## src/rtl/dmem_arbiter.sv

```systemverilog
// Two-port (core = port 0, DMA = port 1) round-robin arbiter in front of a single data memory.
// Each accepted request walks IDLE -> ACCESS -> RESP, one cycle per phase.
module dmem_arbiter #(
    parameter int DEPTH = 32,
    parameter int AW    = 32
) (
    input  logic          clk,
    input  logic          reset,

    input  logic          p0_req,
    input  logic          p0_we,
    input  logic [AW-1:0] p0_addr,
    input  logic [31:0]   p0_wdata,
    output logic          p0_gnt,
    output logic          p0_done,
    output logic [31:0]   p0_rdata,
    output logic          p0_err,

    input  logic          p1_req,
    input  logic          p1_we,
    input  logic [AW-1:0] p1_addr,
    input  logic [31:0]   p1_wdata,
    output logic          p1_gnt,
    output logic          p1_done,
    output logic [31:0]   p1_rdata,
    output logic          p1_err,

    output logic [AW-1:0] mem_addr,
    output logic [31:0]   mem_wdata,
    output logic          mem_we,
    input  logic [31:0]   mem_rdata
);

    typedef enum logic [1:0] {
        IDLE   = 2'd0,
        ACCESS = 2'd1,
        RESP   = 2'd2
    } state_t;

    // One extra bit so DEPTH == 2**AW still compares correctly.
    localparam logic [AW:0] DEPTH_EXT = (AW+1)'(DEPTH);

    state_t        r_state;
    logic          r_lastWinner;
    logic          r_port;
    logic          r_we;
    logic          r_err;
    logic [AW-1:0] r_addr;
    logic [31:0]   r_wdata;
    logic [31:0]   r_rdata;

    logic          w_idle;
    logic          w_access;
    logic          w_resp;
    logic          w_winner;
    logic          w_anyGnt;
    logic          w_selWe;
    logic [AW-1:0] w_selAddr;
    logic [31:0]   w_selWdata;
    logic          w_inRange;

    assign w_idle   = (r_state == IDLE)   && !reset;
    assign w_access = (r_state == ACCESS) && !reset;
    assign w_resp   = (r_state == RESP)   && !reset;

    // Lone requester wins outright; on contention the port that did not win last time goes.
    always_comb begin
        w_winner = 1'b0;
        if (p0_req && p1_req) begin
            w_winner = ~r_lastWinner;
        end else if (p1_req) begin
            w_winner = 1'b1;
        end
    end

    assign p0_gnt   = w_idle && p0_req && !w_winner;
    assign p1_gnt   = w_idle && p1_req &&  w_winner;
    assign w_anyGnt = p0_gnt || p1_gnt;

    assign w_selWe    = w_winner ? p1_we    : p0_we;
    assign w_selAddr  = w_winner ? p1_addr  : p0_addr;
    assign w_selWdata = w_winner ? p1_wdata : p0_wdata;
    assign w_inRange  = ({1'b0, w_selAddr} < DEPTH_EXT);

    always_ff @(posedge clk) begin
        if (reset) begin
            r_state      <= IDLE;
            r_lastWinner <= 1'b1;
            r_port       <= 1'b0;
            r_we         <= 1'b0;
            r_err        <= 1'b0;
            r_addr       <= '0;
            r_wdata      <= '0;
            r_rdata      <= '0;
        end else begin
            case (r_state)
                IDLE: begin
                    if (w_anyGnt) begin
                        r_port       <= w_winner;
                        r_lastWinner <= w_winner;
                        r_we         <= w_selWe;
                        r_addr       <= w_selAddr;
                        r_wdata      <= w_selWdata;
                        r_err        <= !w_inRange;
                        r_state      <= ACCESS;
                    end
                end
                ACCESS: begin
                    // Writes and rejected addresses return zero rather than whatever the memory drives.
                    r_rdata <= (r_we || r_err) ? 32'h0 : mem_rdata;
                    r_state <= RESP;
                end
                RESP: begin
                    r_state <= IDLE;
                end
                default: begin
                    r_state <= IDLE;
                end
            endcase
        end
    end

    assign mem_addr  = (w_access || w_resp) ? r_addr : '0;
    assign mem_wdata = reset ? 32'h0 : r_wdata;
    assign mem_we    = w_access && r_we && !r_err;

    assign p0_done  = w_resp && !r_port;
    assign p0_rdata = p0_done ? r_rdata : 32'h0;
    assign p0_err   = p0_done && r_err;

    assign p1_done  = w_resp && r_port;
    assign p1_rdata = p1_done ? r_rdata : 32'h0;
    assign p1_err   = p1_done && r_err;

endmodule

```

## config.mk

```make
export PLATFORM = sky130hd
export DESIGN_NAME = dmem_arbiter
export DESIGN_NICKNAME = d
export VERILOG_FILES = /design/src/rtl/dmem_arbiter.sv
export SDC_FILE = /design/constraint.sdc
export NUM_CORES = 1
export LEC_CHECK = 0
export BUFFER_PORTS_ARGS = -buffer_cell sky130_fd_sc_hd__buf_2
export CAP_MARGIN = 10
export CORE_AREA = 3 3 117 119
export CTS_BUF_LIST = sky130_fd_sc_hd__clkbuf_4 sky130_fd_sc_hd__clkbuf_8
export DETAILED_ROUTE_END_ITERATION = 10
export DIE_AREA = 0 0 120 122
export PLACE_DENSITY_LB_ADDON = 0.12
export SETUP_SLACK_MARGIN = 0.3
export SLEW_MARGIN = 25
export SYNTH_ARGS = -nofsm -noshare
export SYNTH_HDL_FRONTEND = slang
export SYNTH_SLANG_ARGS = --single-unit
```

## constraint.sdc

```tcl
create_clock -name clk -period 1.8 [get_ports clk]
set_input_delay 0.18 -clock clk [delete_from_list [all_inputs] [get_ports clk]]
set_output_delay 0.18 -clock clk [all_outputs]
set_load 0.03 [all_outputs]
```

**Word level (Yosys, flattened, before mapping)**

Index checks and enable logic that the tools add are counted.

- Bits in registers: 102
- Output and inout bits: 135

- Equal/unequal tests: 3
- Reduce and logical (&&, ||, !) cells: 24
- Mux-type cells: 12
- Bitwise operators: 1
- $lt $le $gt $ge: 1

Operator list:

| cell | count |
|---|---|
| two-way mux 32 bit | 7 |
| < comparator 32 x 6 -> 1 bit (second input constant) | 1 |
| logical AND 1 bit | 14 |
| logical NOT 1 bit | 5 |
| case mux 2 bit (2 select lines) | 1 |
| logical OR 1 bit | 3 |
| two-way mux 1 bit | 3 |
| == test 2 x 1 -> 1 bit (second input constant) | 1 |
| == test 2 bit (second input constant) | 1 |
| logical NOT 2 bit | 1 |
| two-way mux 2 bit | 1 |
| != test 2 bit (second input constant) | 1 |
| AND reduction 2 bit | 1 |
| NOT 1 bit | 1 |

**Longest topological paths before layout**

- Depth in word-level cells: 7
- Gate-level depth with buffers: 7
- Gate-level depth less buffers: 4

**Worst setup path before layout**

OpenSTA, ideal clock, no wires.

- Kind: reg2out
- Start point: reg r_state[1]
- End point: out mem_we
- Required time: 1.620 ns
- Cell stages (with the launch flop): 5
- Path slack: -0.226 ns
- Data arrival time: 1.846 ns
- Cells stage by stage: dfxtp_1 nand2b_1 buf_2 buf_1 nor4b_1

- Longest elaborated chain between the ends: 4

RTL lines:

| what | line | text |
|---|---|---|
| from (decl) | 43 | `state_t r_state;` |
| from (signal assigned) | 87 | `r_state <= IDLE;` |
| from (signal assigned) | 105 | `r_state <= ACCESS;` |
| from (signal assigned) | 111 | `r_state <= RESP;` |
| == test 2 x 1 -> 1 bit | 63 | `assign w_access = (r_state == ACCESS) && !reset;` |
| logical AND 1 bit | 63 |  |
| logical AND 1 bit (2 in series) | 125 | `assign mem_we = w_access && r_we && !r_err;` |
| to (decl) | 30 | `output logic mem_we,` |

Every way passes these cells.

**Worst setup path in the final report**

- Start point: reg r_state[0]
- End point: out p1_rdata[17]

- Longest elaborated chain between the ends: 4

RTL lines:

| what | line | text |
|---|---|---|
| == test 2 bit | 64 | `assign w_resp = (r_state == RESP) && !reset;` |
| logical AND 1 bit | 64 |  |
| logical AND 1 bit | 131 | `assign p1_done = w_resp && r_port;` |
| two-way mux 32 bit | 132 | `assign p1_rdata = p1_done ? r_rdata : 32'h0;` |
| to (decl) | 25 | `output logic [31:0] p1_rdata,` |

Every way passes these cells.

==> results.cfg <==
[clock_network]
clk_pin_slew_ps = 90
clock_latency_ps = 380
h-tree-depth = 3
cts_root_buffer = clkbuf_8
postCtsHoldBufs = 0
clockBufferDepth = 2
cts.sinks = 102
cts_buffers = 9
cts_tree = built

[drt]
antenna_left = 0
detail_route.wl_per_cell_um = 16.3
vias = 5719
wl_um = 18300
vias_per_cell = 5.10
drc = 0
drtIter0Drc = 315
dr.pass1.iters = 5

[sta]
period_needed_ps = 1870
max_freq_mhz = 535
timing.hold.ws_ps = 39.4
period_share_pct = 104
hold_violations = 0
grt_setup_unrepaired = true
setup_tns_ps = -2370
setup_viol = 65
worst_slew_margin_rel_pct = 73.1
finalWorstSetupSlack_ps = -70.6
tightestPinTransition_ps = 403
slew_viol_final = 0
finalClockSkew_ps = 9.49

[die]
dieArea_um2 = 14600
coreArea_um2 = 12700
num_io_pins = 301
fp.dieW_um = 120
die_h_um = 122
initial_utilization_pct = 39.7
row_count = 41

[finish]
area_growth_pct = 57.8
n_fill_cell = 1136
layout-drive-gt1-share_pct = 45.6
nets = 1111
n_antenna_cell = 0

[placed_design]
dpl.hpwl_um = 12500
io_buffers = 300
routabilityCongestion = 0.864

[pwr]
power_density_nw_per_um2 = 708
clkPwrFrac_pct = 28.8
p_leak_nw = 3.76
p_sw_mw = 1.66
pwr-share-comb_pct = 25.4
vdd_drop_max_uv = 446
swShare_pct = 29.5
p_int_mw = 3.96
seq_power_share_pct = 45.8

[setup_path]
required_ps = 1620
rr_worst_depth = 6
worstSetupEndpointType = output port
rrSetupSlack_ps = 150
cp_max_fo = 17
r2r_start = r_state[0]$_SDFFE_PP0P_
crit_arrival_ps = 1690
critPathKind = reg -> out
start_kind = register
r2r-end = r_addr[8]$_SDFFE_PP0P_

[yosys]
synth_compound_area_share_pct = 16.7
synth_enable_flop_cells = 0
yosysTopAreaCell = dfxtp_1
synthTopCellsByCount = nand2_1, dfxtp_1, nor2_1, and2_1, a311oi_1
synth_async_sr_flop_share_pct = 0
synth_fp_nets = 823
synth_fa_ha_area_share_pct = 0
synth_top_family_by_area = simple AND/OR/NAND/NOR gates
yosys.area_share.simple_pct = 37.3
ys.flop_type = dfxtp_1
yosys.area.top_type_share_pct = 40.6
post-synth-top-count-cell = nand2_1
syn-cell-area_um2 = 5030
synth.distinct_cells = 31
ys_warn_count = 0
synth_mux_area_share_pct = 0
ys_seq_area_share_pct = 40.6
avgSynthCellArea_um2 = 7.66
synthXorXnorAreaFrac_pct = 0
synth_seq_cells = 102
synth_area_leaders = dfxtp_1, and2_1, nand2_1, a311oi_1, nor2_1
synthCells = 657

[flow_run]
drv_cap = 0

[hold_path]
whs_endpoint = r_rdata[24]$_SDFFE_PP0N_
hp-class = in -> reg
min_from = mem_rdata[24]
whs_path_depth = 3

[grt]
grt_overflow = 0
grt_max_degree = 91
grt_pass1_vias = 5569
grt_use_total_pct = 23.7
grt_pass1_wl_um = 27900
antenna_found_initial = 0

[outcome]
violations = negative setup slack
status = finished, violations left
-- timing repair --
item	in CTS	in global routing
gates resized for setup	164	40
endpoints found under the setup margin	141	169
cloned	6	2
pin swaps	4	11
setup buffers	7	4
-- sequential cells by signal, summed over array words and instances (netlist names) --
signal and count:
r_addr 32, r_rdata 32, r_wdata 32, r_state 2, r_err 1, r_lastWinner 1, r_port 1, r_we 1
-- critical path, stage by stage, from the launching register on --
cell and delay [ps]:
dfxtp_4 360, nand2b_4 170, nor3b_4 220, buf_6 160, buf_16 140, and2_1 150
buf_6 130
-- cell families after synthesis --
family,count (synthesis)
simple gates,389
buf+inv,59
compound gates,107
flops,102
-- area by class of cell --
cell class | instances | area, um^2 | share of cell area [%]
well taps | 172 | 215 | 2.71
multi-input cells | 496 | 2920 | 36.8
clock inverters | 4 | 70.1 | 0.882
flip-flops and latches | 102 | 2050 | 25.8
clock buffers | 12 | 153 | 1.92
repair buffers | 336 | 2530 | 31.9
-- how the worst max path moves through the flow --
stage                            start                  endpoint  cells after the start  slack [ps]
2_1_floorplan  r_state[1]$_SDFFE_PP0P_              mem_addr[11]                      5         300
3_3_place_gp   r_state[1]$_SDFFE_PP0P_  r_rdata[12]$_SDFFE_PP0N_                      4          20
3_5_place_dp   r_state[1]$_SDFFE_PP0P_              mem_addr[19]                      5         220
4_1_cts        r_state[0]$_SDFFE_PP0P_              p1_rdata[25]                      6         -90
5_1_grt        r_state[0]$_SDFFE_PP0P_               p1_rdata[4]                      6        -150
6_report       r_state[0]$_SDFFE_PP0P_              p1_rdata[17]                      6         -70
-- per-layer routing --
| layer | part of all wire (%) | GRT usage, % | routed length [um] |
|---|---|---|---|
| met2 | 52 | 43.6 | 9470 |
| met1 | 39 | 27.3 | 7070 |
| met3 | 7.4 | 5.15 | 1360 |
| met4 | 2.2 | 7.66 | 406 |
| met5 | 0 | 0 | 0 |
-- metrics by stage --
step / instance area [um^2] / util (%) / setup WS, ps / power (mW) / instances
6_report: 7940 / 62.7 / -70.6 / 5.63 / 1122
4_1_cts: 7780 / 61.4 / -91.5 / 5.65 / 1116
5_1_grt: 7940 / 62.7 / -151 / 5.93 / 1122
3_5_place_dp: 6810 / 53.7 / 224 / 3.87 / 1087
3_3_place_gp: 6800 / 53.7 / 21.0 / 3.84 / 1086
2_1_floorplan: 5110 / - / 299 / 3.39 / 657
-- power groups by stage --
stage / Clock (mW) / Sequential, mW / Combinational [mW]
6_report: 1.62 / 2.57 / 1.43
5_1_grt: 1.77 / 2.60 / 1.56
4_1_cts: 1.67 / 2.57 / 1.41
3_5_place_dp: 0 / 2.62 / 1.26
3_3_place_gp: 0 / 2.61 / 1.23
2_1_floorplan: 0 / 2.58 / 0.807
-- layout by cell type, fill, tap and decap left out, types with 2 or more instances in the layout --
cell type / count
buf_2: 225
nand2_1: 130
nor2_1: 101
dfxtp_1: 99
buf_6: 69
a311oi_1: 46
and2_4: 43
nor2b_1: 33
a22oi_1: 33
and2_1: 32
and2_2: 24
a31oi_1: 19
buf_4: 18
nor4_1: 12
clkbuf_8: 10
buf_12: 10
clkbuf_4: 6
bufbuf_16: 4
nand2b_4: 2
nor3_2: 2
nand3_1: 2
nand4_1: 2
bufinv_16: 2
clkinv_2: 2
buf_16: 2
clkbuf_16: 2
buf_8: 2
dfxtp_2: 2
No activity file was read; power rests on OpenSTA's default activity.
